<file path="src/rtl/alu_mc.sv">
// alu_mc: multi-cycle ALU with 1-cycle logic/arith ops and an iterative shift-add MUL.
// Define ALU_MC_DIV_EN to add the unsigned restoring divider on ctrl 5 (DIVU).
module alu_mc #(
  parameter int WIDTH = 32,
  parameter int CNT_W = 6
) (
  input  logic             clk_i,
  input  logic             rst_i,
  input  logic             valid_i,
  output logic             ready_o,
  input  logic [3:0]       ctrl_i,
  input  logic [WIDTH-1:0] src1_i,
  input  logic [WIDTH-1:0] src2_i,
  output logic             valid_o,
  output logic [WIDTH-1:0] result_o,
  output logic [WIDTH-1:0] hi_o,
  output logic             zero_o,
  output logic             overflow_o
);

  localparam logic [3:0] OP_AND = 4'd0;
  localparam logic [3:0] OP_OR  = 4'd1;
  localparam logic [3:0] OP_ADD = 4'd2;
  localparam logic [3:0] OP_MUL = 4'd3;
  localparam logic [3:0] OP_SUB = 4'd6;
  localparam logic [3:0] OP_SLT = 4'd7;
  localparam logic [3:0] OP_NOR = 4'd12;
`ifdef ALU_MC_DIV_EN
  localparam logic [3:0] OP_DIVU = 4'd5;
`endif

  typedef enum logic {IDLE, BUSY} state_t;

  typedef struct packed {
    logic [WIDTH-1:0] res;
    logic             zero;
    logic             ovf;
  } sc_res_t;

  function automatic logic add_ovf(input logic signed [WIDTH-1:0] a,
                                   input logic signed [WIDTH-1:0] b,
                                   input logic signed [WIDTH-1:0] s);
    return (a[WIDTH-1] == b[WIDTH-1]) && (s[WIDTH-1] != a[WIDTH-1]);
  endfunction

  function automatic logic sub_ovf(input logic signed [WIDTH-1:0] a,
                                   input logic signed [WIDTH-1:0] b,
                                   input logic signed [WIDTH-1:0] s);
    return (a[WIDTH-1] != b[WIDTH-1]) && (s[WIDTH-1] != a[WIDTH-1]);
  endfunction

  // Unknown codes return all-zero, including the zero flag.
  function automatic sc_res_t alu_single(input logic [3:0]              op,
                                         input logic signed [WIDTH-1:0] a,
                                         input logic signed [WIDTH-1:0] b);
    sc_res_t                 r;
    logic signed [WIDTH-1:0] s;
    logic                    known;
    r     = '0;
    s     = '0;
    known = 1'b1;
    case (op)
      OP_AND: r.res = a & b;
      OP_OR:  r.res = a | b;
      OP_NOR: r.res = ~(a | b);
      OP_ADD: begin
        s     = a + b;
        r.res = s;
        r.ovf = add_ovf(a, b, s);
      end
      OP_SUB: begin
        s     = a - b;
        r.res = s;
        r.ovf = sub_ovf(a, b, s);
      end
      OP_SLT: r.res = WIDTH'(a < b);
      default: known = 1'b0;
    endcase
    r.zero = known && (r.res == '0);
    return r;
  endfunction

  state_t           state, state_nxt;
  logic [CNT_W-1:0] cnt;
  logic [WIDTH-1:0] mcand;
  logic [WIDTH-1:0] p_hi, p_lo;
  logic [WIDTH-1:0] it_hi, it_lo;
  logic [WIDTH:0]   mul_sum;
  logic             is_mul, is_mc, mc_ovf, start_mc;
  sc_res_t          sc;

  assign is_mul   = (ctrl_i == OP_MUL);
  assign start_mc = (state == IDLE) && valid_i && is_mc;
  assign sc       = alu_single(ctrl_i, src1_i, src2_i);

`ifdef ALU_MC_DIV_EN
  logic             is_div;
  logic             op_div, div0;
  logic [WIDTH:0]   div_shift;
  logic [WIDTH-1:0] div_diff;
  logic             div_take;

  assign is_div = (ctrl_i == OP_DIVU);
  assign is_mc  = is_mul || is_div;

  always_ff @(posedge clk_i) begin
    if (start_mc) begin
      op_div <= is_div;
      div0   <= (src2_i == '0);
    end
  end
`else
  assign is_mc = is_mul;
`endif

  // One iteration per BUSY cycle: shift-add for MUL, restoring step for DIVU.
  always_comb begin
    mul_sum = {1'b0, p_hi} + (p_lo[0] ? {1'b0, mcand} : '0);
    it_hi   = mul_sum[WIDTH:1];
    it_lo   = {mul_sum[0], p_lo[WIDTH-1:1]};
    mc_ovf  = (it_hi != '0);
`ifdef ALU_MC_DIV_EN
    div_shift = {p_hi, p_lo[WIDTH-1]};
    div_take  = (div_shift >= {1'b0, mcand});
    div_diff  = div_shift[WIDTH-1:0] - mcand;
    if (op_div) begin
      it_hi  = div_take ? div_diff : div_shift[WIDTH-1:0];
      it_lo  = {p_lo[WIDTH-2:0], div_take};
      mc_ovf = div0;
    end
`endif
  end

  always_comb begin
    state_nxt = state;
    ready_o   = 1'b0;
    case (state)
      IDLE: begin
        ready_o = 1'b1;
        if (valid_i && is_mc) state_nxt = BUSY;
      end
      BUSY: if (cnt == '0) state_nxt = IDLE;
      default: state_nxt = IDLE;
    endcase
  end

  always_ff @(posedge clk_i or negedge rst_i) begin
    if (!rst_i) state <= IDLE;
    else        state <= state_nxt;
  end

  // Operand/partial-product registers: loaded at accept, advanced in BUSY.
  always_ff @(posedge clk_i) begin
    if (start_mc) begin
      mcand <= src1_i;
      p_hi  <= '0;
      p_lo  <= src2_i;
`ifdef ALU_MC_DIV_EN
      if (is_div) begin
        mcand <= src2_i;
        p_lo  <= src1_i;
      end
`endif
    end else if (state == BUSY) begin
      p_hi <= it_hi;
      p_lo <= it_lo;
    end
  end

  always_ff @(posedge clk_i or negedge rst_i) begin
    if (!rst_i) begin
      cnt        <= '0;
      valid_o    <= 1'b0;
      result_o   <= '0;
      hi_o       <= '0;
      zero_o     <= 1'b1;
      overflow_o <= 1'b0;
    end else begin
      valid_o <= 1'b0;
      if (state == IDLE) begin
        if (valid_i) begin
          if (is_mc) begin
            cnt <= CNT_W'(WIDTH - 1);
          end else begin
            valid_o    <= 1'b1;
            result_o   <= sc.res;
            hi_o       <= '0;
            zero_o     <= sc.zero;
            overflow_o <= sc.ovf;
          end
        end
      end else if (cnt == '0) begin
        valid_o    <= 1'b1;
        result_o   <= it_lo;
        hi_o       <= it_hi;
        zero_o     <= (it_lo == '0);
        overflow_o <= mc_ovf;
      end else begin
        cnt <= cnt - CNT_W'(1);
      end
    end
  end

endmodule

</file>
<file path="config.mk">
export PLATFORM = sky130hd
export DESIGN_NAME = alu_mc
export DESIGN_NICKNAME = d
export VERILOG_FILES = /design/src/rtl/alu_mc.sv
export SDC_FILE = /design/constraint.sdc
export NUM_CORES = 1
export LEC_CHECK = 0
export CAP_MARGIN = 10
export CORE_MARGIN = 1
export CORE_UTILIZATION = 50
export CTS_CLUSTER_DIAMETER = 40
export DETAILED_ROUTE_END_ITERATION = 12
export MAX_ROUTING_LAYER = met4
export PLACE_DENSITY = 0.71
export SYNTH_ARGS = -nofsm -noshare
export SYNTH_HDL_FRONTEND = slang
export SYNTH_SLANG_ARGS = --single-unit
</file>
<file path="constraint.sdc">
create_clock -name clk_i -period 7.55 [get_ports clk_i]
set_clock_uncertainty 0.15 [all_clocks]
set_input_delay 2.265 -clock clk_i [delete_from_list [all_inputs] [get_ports clk_i]]
set_output_delay 2.265 -clock clk_i [all_outputs]
set_load 0.005 [all_outputs]
</file>
### Word-level counts from Yosys, hierarchy flattened

Index checks and enable logic that the tools add are counted.

* add/sub/neg operators: 4
* $lt $le $gt $ge: 1
* equal/unequal tests: 13
* muxes and demuxes: 34
* bitwise gates (word level): 4
* reduce and logical (&&, ||, !) cells: 17

Operators by type and width (number)
* two-way mux 32 bit: 11
* case mux 32 bit (6 select lines): 1
* zero test 32 bit: 2
* adder 32 x 32 -> 33 bit: 1
* adder 32 bit: 1
* AND 32 bit: 1
* < comparator 32 bit: 1
* inverter 32 bit: 1
* OR 32 bit: 1
* nonzero test 32 bit: 1
* subtractor 32 bit: 1
* two-way mux 6 bit: 4
* two-way mux 1 bit: 16
* equality test 4 x 2 -> 1 bit (second input constant): 2
* equality test 4 x 3 -> 1 bit (second input constant): 2
* logical AND 1 bit: 6
* zero test 6 bit: 1
* AND reduction 3 bit: 2
* nonzero test 2 bit: 3
* OR reduction 6 bit: 1
* subtractor 6 x 1 -> 6 bit (second input constant): 1
* equality test 4 x 1 -> 1 bit (second input constant): 1
* equality test 4 bit (second input constant): 1
* zero test 4 bit: 1
* other kinds (6): 10

* register bits: 170
* bits of input ports: 71
* output and inout port bits: 68
* word-level logic and storage cells: 83

### Longest topological paths before layout

Gate-level depths: netlist of run 1.

* word-level depth: 8
* depth in mapped cells: 15
* mapped depth without buffers: 15

### Worst setup path after synthesis of run 1

No wires, ideal clock.

* path type: in2reg
* from: input port src1_i[0]
* to: register zero_o
* setup time: 86 ps
* arrival: 5119 ps
* required time: 7314 ps
* path slack: 2195 ps
* stages on the path: 15
* buffers on the path: 0
* path through: inv_1 -> ha_1 -> inv_1 -> fa_1 -> nor2b_1 -> o21a_1 -> or4b_1 -> a21oi_1 -> or3_1 -> a21oi_1 -> o32ai_1 -> o211ai_1 -> nor4_1 -> nand4_1 -> o31ai_2

* cells in the longest elaborated chain, start to end: 8
* elaborated cells between the ends (all ways): 12
* those cells by class: add/sub: 2; order compare: 1; mux: 4; bitwise: 3; reduce/logical: 2

RTL lines
* start: declaration: line 12 `input logic [WIDTH-1:0] src1_i,`
* parallel branches: the longest is 2 deep, another holds subtractor 32 bit
* case mux 32 bit (6 select lines) *: line 62 `case (op)`
* zero test 32 bit *: line 79 `r.zero = known && (r.res == '0);`
* logical AND 1 bit *: line 79
* two-way mux 1 bit *: line 182 `if (is_mc) begin`
* two-way mux 1 bit *: line 181 `if (valid_i) begin`
* two-way mux 1 bit *: line 180 `if (state == IDLE) begin`
* end signal: assignment: line 188 `zero_o <= sc.zero;`
* end signal: assignment: line 196 `zero_o <= (it_lo == '0);`
* end: declaration: line 17 `output logic zero_o,`

Mark *: on every way between the ends. The select of a mux whose other input is x is not followed.
A chain may end at the register's enable or synchronous reset.

### Final worst setup path of run 1

* from: input port src1_i[17]
* to: register zero_o

Same word-level chain as after synthesis.

==> impl_metrics.csv, run 1 <==
group,metric,value,unit
route,routedWlPerCell,23.25,microns
clock_tree,clock_tree_from_tritoncts,"built",
floorplanning,die_w,171.3,microns
route,via_total_after_detailed_routing,14190,
run,max_cap_violations,0,
route,finalWirelength,51.06,mm
placed_design,buffer_ports.inserted,138,
timing,total_negative_slack_for_setup_checks,0,ns
pwr,power.total,5.704,mW
timing,finalCriticalPeriod,6.480,ns
finish,mostFrequentLayoutCells,"nor2_1, nand2_1, clkdlybuf4s50_1, a21oi_1, ha_1",
setup_path,timing.critical_path.to_type,"flop",
logic_synthesis,number_of_nets_produced_by_synthesis,1928,
clock_tree,clock_tree.root_cell,"clkbuf_16",
global_route,grt_pass1_wl,77.63,mm
setup_path,worstRegToRegCells,12,
placed_design,gp_congestion,1.052,
route,ant_nets,0,
clock_tree,ctsHoldBuffers,0,
timing,final_min_period_over_clock_period,85.83,%
logic_synthesis,synth_top_cell_by_area,"edfxtp_1",
route,detailed_route_drc_error_count,0,
setup_path,arrival,6.71,ns
setup_path,worstPathMaxFanout,9,
setup_path,r2r_end,"overflow_o$_DFFE_PN0P_",
logic_synthesis,cell_area_after_synthesis,0.01433,sq mm
pwr,max-vdd-ir-drop,0.0001854,V
timing,setup_viol,0,
clock_tree,post_cts_resized,0,
timing,setup_repair_after_global_routing_missed_its_margin,"false",
finish,mostFrequentLayoutCell,"nor2_1",
min_path,hp-class,"reg2reg",
finish,final_layout_size_suffix_gt1_share,5.118,%
global_route,globalRouteOverflowTotal,0,
logic_synthesis,synth_cell_type_count,97,
logic_synthesis,register_bit_count_reported_by_yosys,170,
min_path,hold_start,"p_hi[0]$_SDFFE_PP0P_",
global_route,antenna_found_initial,0,
route,drt_iter0_markers,1614,
route,detailedRoute.firstPassIterationCount,6,
timing,finalHoldViolCount,0,
logic_synthesis,post_synth_inst_count,1721,
timing,maxSlewViolCount,0,
setup_path,reg2reg_start,"p_lo[0]$_DFFE_PP_",
finish,area.growth.synth_to_final,15.61,%
clock_tree,clk_path_buf_depth,2,
floorplanning,core_area,0.02801,sq mm
logic_synthesis,synth.yosys.warnings,0,
placed_design,half_perimeter_wire_length_after_placement,39.12,mm
global_route,largest_net_degree_at_the_start_of_global_routing,55,
setup_path,crit_path_start_kind,"input port",
logic_synthesis,async_reset_ff_share,43.53,%
logic_synthesis,post-synth-top-area-fraction,13.41,%
logic_synthesis,synth-seq-area-share,30.81,%
clock_tree,clk_latency_worst_skew_pair,0.45,ns
pwr,total_leakage_power,7.225,nW
clock_tree,tritoncts.num_buffers,17,
clock_tree,cts_num_sinks,170,
setup_path,critPathRequiredTime,7.78,ns
finish,finish.instance_area,0.01657,sq mm
floorplanning,std_cell_rows,61,
min_path,hold_path_depth,2,
timing,worst_pin_slew,1.173,ns
clock_tree,cts-htree-levels,4,
floorplanning,starting_density_of_the_core,51.17,%
global_route,grt_pass1_vias,12970,
logic_synthesis,synth_edf_count,64,
status,status,"completed",
clock_tree,worst_setup_hold_path_clk_slew,0.08,ns
logic_synthesis,average_footprint_of_a_synthesized_cell,8.328,sq um
global_route,grtUsageTotal,36.23,%
logic_synthesis,ys_top_cells_by_area,"edfxtp_1, dfrtp_1, ha_1",
min_path,worst_hold_path.endpoint,"p_hi[0]$_SDFFE_PP0P_",
floorplanning,fp.dieArea,0.02935,sq mm
pwr,cellPowerDensity,344.2,mW/mm^2
setup_path,flop2flop_setup_slack,2.33,ns
logic_synthesis,synth_flop_cell,"dfrtp_1",
placed_design,dp_area,0.01597,sq mm
route,avgViaCountPerCell,6.464,
setup_path,setup.worst_path.class,"in2reg",
timing,worst_slew_margin_rel,19.80,%
floorplanning,ios,139,
clock_tree,cts.repair_timing.setup_buffer_count,0,
timing,max_freq,154.3,MHz
floorplanning,die-height,171.3,microns
finish,layout.nets,2011,
## power breakdown
| part | internal (mW) | switching [mW] | total [mW] |
|---|---|---|---|
| clock | 0.510 | 0.410 | 0.919 |
| combinational | 1.34 | 1.74 | 3.08 |
| sequential | 1.39 | 0.317 | 1.70 |
## metal layers
metal / up-vias / wire (microns) / global-route usage, %
met5: - / 0 / -
met2: 724 / 22000 / 53.08
met4: 0 / 968 / 8.269
met3: 59 / 4674 / 5.545
met1: 6893 / 23410 / 52.17
li1: 6518 / - / -
## worst max-delay path, cell delays in order
cell	delay [ns]
clkdlybuf4s50_1	0.68
inv_1	0.08
ha_1	0.47
a21oi_1	0.27
a2111oi_0	0.85
nand3_1	0.13
a2111oi_0	0.74
or3_1	0.26
a31o_2	0.18
a211oi_1	0.10
nor4_1	0.33
nand4_1	0.15
o31ai_2	0.19
## synthesized netlist by cell type, drive strengths merged (6+ instances only)
cell	count
a22o	30
o21a	14
and2	39
ha	133
mux2i	44
nor2b	11
a22oi	15
nor3b	9
o21bai	23
nand2b	10
a21oi	137
or3	14
o21ai	101
a221o	16
edfxtp	64
o22ai	17
xnor2	17
dfrtp	73
a221oi	12
clkbuf	68
a21boi	7
nand2	139
nand4	19
a21o	36
nor4	32
dfxtp	32
o31ai	14
nor3	32
o211a	6
or4	9
buf	26
xor2	13
nand3	30
a211o	6
and3	10
nand3b	6
o221ai	8
o211ai	20
inv	117
a211oi	30
a31oi	18
nor2	182
## how the worst max path moves through the flow
stage	from	cells past startpoint	to
6_report	src1_i[17]	13	zero_o$_DFFE_PN1P_
3_3_place_gp	src1_i[17]	13	zero_o$_DFFE_PN1P_
2_1_floorplan	src1_i[0]	15	zero_o$_DFFE_PN1P_
5_1_grt	src1_i[17]	13	zero_o$_DFFE_PN1P_
4_1_cts	src1_i[17]	13	zero_o$_DFFE_PN1P_
3_5_place_dp	src1_i[17]	13	zero_o$_DFFE_PN1P_
## metrics by stage
step | hold WS (ns) | worst slack (ns) | std cells | util [%]
CTS | 0.3265 | 1.231 | 2195 | 59.15
detailed placement | 0.3113 | 0.7503 | 2163 | 57.02
finish | 0.3304 | 1.070 | 2196 | 59.15
global placement | 0.3038 | 0.7330 | 2163 | 57.02
global route | 0.3541 | 0.9791 | 2195 | 59.15
floorplan | 0.2903 | 2.195 | 1721 | -
## cell families (layout without fill, tap and decap cells)
family	after synthesis	after routing	share of synthesized area (%)
other	0	1	0
adders and majority gates	136	136	12.03
buffers and inverters	211	307	5.840
DFF	170	170	30.81
and+or+nand+nor	567	567	19.49
muxes	47	47	3.309
AOI/OAI and AO/OA	560	560	26.70
xor gates and xnor gates	30	30	1.833
## flip-flops by register name (all words and copies together) (netlist names)
register    flops
overflow_o      1
p_lo           32
zero_o          1
mcand          32
p_hi           32
result_o       32
hi_o           32
valid_o         1
cnt             6
state           1
## area by class of cell
type	count	area, sq um
Fill cell	2540	11440
Tap cell	378	473.0
Clock buffer	20	456.7
Timing Repair Buffer	158	1529
Inverter	117	439.2
Clock inverter	12	137.6
Sequential cell	170	4417
Antenna cell	1	2.502
Multi-Input combinational cell	1340	9115
(Power assumes the default switching activity.)
==> run 2: changes to the inputs <==
Settings changed: GPL_ROUTABILITY_DRIVEN from default to 0, HOLD_SLACK_MARGIN from default to 0.15, SLEW_MARGIN from default to 20.
==> run 2 against run 1 <==
Net effect:
- cell count about the same
- design area is essentially flat
- flip-flop and latch count unchanged
- combinational power barely moved
- count of clock-buffer cells in the layout decreased by 2
- via count is 0.56% lower
- routed wire length down 8.0%
- maximum frequency grew 2.2%
- critical endpoint unchanged
==> impl_metrics.csv, run 2 (same netlist as run 1, synthesis figures left out) <==
group,metric,value,unit
status,status,"completed",
clock_tree,tritoncts.num_buffers,17,
pwr,total_leakage_power,7.225,nW
finish,layout.nets,2010,
timing,final_min_period_over_clock_period,84.02,%
setup_path,arrival,6.53,ns
finish,mostFrequentLayoutCells,"nor2_1, nand2_1, clkdlybuf4s50_1, a21oi_1, ha_1",
timing,worst_pin_slew,0.9573,ns
clock_tree,post_cts_resized,0,
global_route,grtUsageTotal,33.05,%
timing,max_freq,157.6,MHz
timing,total_negative_slack_for_setup_checks,0,ns
route,ant_nets,0,
setup_path,critPathRequiredTime,7.74,ns
floorplanning,core_area,0.02801,sq mm
floorplanning,std_cell_rows,61,
timing,finalCriticalPeriod,6.343,ns
finish,final_layout_size_suffix_gt1_share,5.066,%
finish,mostFrequentLayoutCell,"nor2_1",
floorplanning,die-height,171.3,microns
route,routedWlPerCell,21.39,microns
route,detailedRoute.firstPassIterationCount,6,
placed_design,buffer_ports.inserted,138,
global_route,grt_pass1_wl,72.29,mm
floorplanning,starting_density_of_the_core,51.17,%
pwr,swShare,43.72,%
clock_tree,clk_latency_worst_skew_pair,0.44,ns
floorplanning,ios,139,
clock_tree,ctsHoldBuffers,0,
min_path,hp-class,"reg2reg",
pwr,cellPowerDensity,339.4,mW/mm^2
route,via_total_after_detailed_routing,14110,
clock_tree,clock_tree_from_tritoncts,"built",
timing,setup_viol,0,
setup_path,setup.worst_path.class,"in2reg",
route,drt_iter0_markers,1538,
clock_tree,cts-htree-levels,4,
clock_tree,cts.repair_timing.setup_buffer_count,0,
timing,finalHoldViolCount,0,
pwr,p_seq_share,30.2,%
timing,hold-worst-slack,0.3296,ns
pwr,clkPwrFrac,15.7,%
finish,area.growth.synth_to_final,15.57,%
clock_tree,cts_num_sinks,170,
route,detailed_route_drc_error_count,0,
clock_tree,worst_setup_hold_path_clk_slew,0.07,ns
route,avgViaCountPerCell,6.430,
placed_design,half_perimeter_wire_length_after_placement,35.50,mm
global_route,antenna_found_initial,1,
clock_tree,clk_path_buf_depth,2,
setup_path,crit_path_start_kind,"input port",
setup_path,timing.critical_path.to_type,"flop",
global_route,globalRouteOverflowTotal,0,
timing,maxSlewViolCount,0,
floorplanning,die_w,171.3,microns
pwr,max-vdd-ir-drop,0.0001511,V
clock_tree,clock_tree.root_cell,"clkbuf_16",
run,max_cap_violations,0,
floorplanning,fp.dieArea,0.02935,sq mm
finish,layout.filler_cells,2518,
timing,setup_repair_after_global_routing_missed_its_margin,"false",
pwr,p_switching,2.458,mW
setup_path,worstPathMaxFanout,14,
timing,worst_slew_margin_rel,35.65,%
global_route,largest_net_degree_at_the_start_of_global_routing,71,
global_route,grt_pass1_vias,13050,
route,finalWirelength,46.96,mm
pwr,share_comb_of_total_power,54.2,%
pwr,internal-power,3.164,mW
[run 2: cell types whose count changed in the layout (fill, tap and decap cells not counted), sizes merged]
cell,before,now
clkinv,2,8
clkinvlp,3,0
bufinv,2,0
clkbuf,20,18
buf,21,20
inv,122,123
[run 2: worst paths after layout]
check	startpoint	to	slack, ns	depth (start not counted)
max	ctrl_i[2]	zero_o$_DFFE_PN1P_	1.21	11
max reg2reg	p_lo[0]$_DFFE_PP_	overflow_o$_DFFE_PN0P_	2.58	14
min reg2reg	p_hi[0]$_SDFFE_PP0P_	p_hi[0]$_SDFFE_PP0P_	0.33	2
max in group asynchronous	rst_i	state$_DFF_PN0_	4.67	2
min in group asynchronous	rst_i	hi_o[3]$_DFFE_PN0P_	1.60	1
min	p_hi[0]$_SDFFE_PP0P_	p_hi[0]$_SDFFE_PP0P_	0.33	2
[run 2: cell type report]
cell class / count / area [sq um] / share of cell area (%)
diodes: 1 / 2.502 / 0.01511
clock buffers: 18 / 429.2 / 2.591
clock inverters: 14 / 155.1 / 0.9366
inverters: 117 / 439.2 / 2.651
multi-input cells: 1340 / 9115 / 55.03
flip-flops and latches: 170 / 4417 / 26.66
well taps: 378 / 473.0 / 2.855
repair buffers: 157 / 1534 / 9.261
[run 2: per-stage QoR]
stage	area (sq um)	setup slack, ns	util, %	instances	power [mW]
detailed placement	15980	0.9500	57.04	2162	4.695
global placement	15980	0.8752	57.04	2162	4.612
finish	16560	1.207	59.14	2195	5.622
CTS	16560	1.371	59.13	2194	5.579
global route	16560	1.096	59.14	2195	6.017
floorplan	14330	2.195	-	1721	3.636
[run 2: metal layers]
metal,part of all wire [%],up-vias,global-route usage [%],wire length [microns]
met2,43,817,48.25,20320
met4,3.4,0,11.88,1597
met5,0,-,-,0
met3,11,132,8.376,5294
li1,-,6505,-,-
met1,42,6660,44.06,19750
[run 2: power by group through the flow]
stage | combinational [mW] | sequential [mW] | clock (mW)
after global placement | 2.92 | 1.69 | 0
after detailed placement | 2.99 | 1.70 | 0
final | 3.05 | 1.70 | 0.880
after global routing | 3.36 | 1.73 | 0.924
after CTS | 3.00 | 1.69 | 0.885
after floorplan | 2.04 | 1.60 | 0
[run 2: worst max-delay path, stage by stage]
cell and delay, ns:
clkdlybuf4s50_1 0.85, nor2_1 0.34, nand3b_1 0.66, o221ai_1 0.24
a22oi_1 0.30, or4b_1 0.47, nor4_1 0.30, nor4b_1 0.44
and4_1 0.31, nand4_1 0.12, o31ai_2 0.22
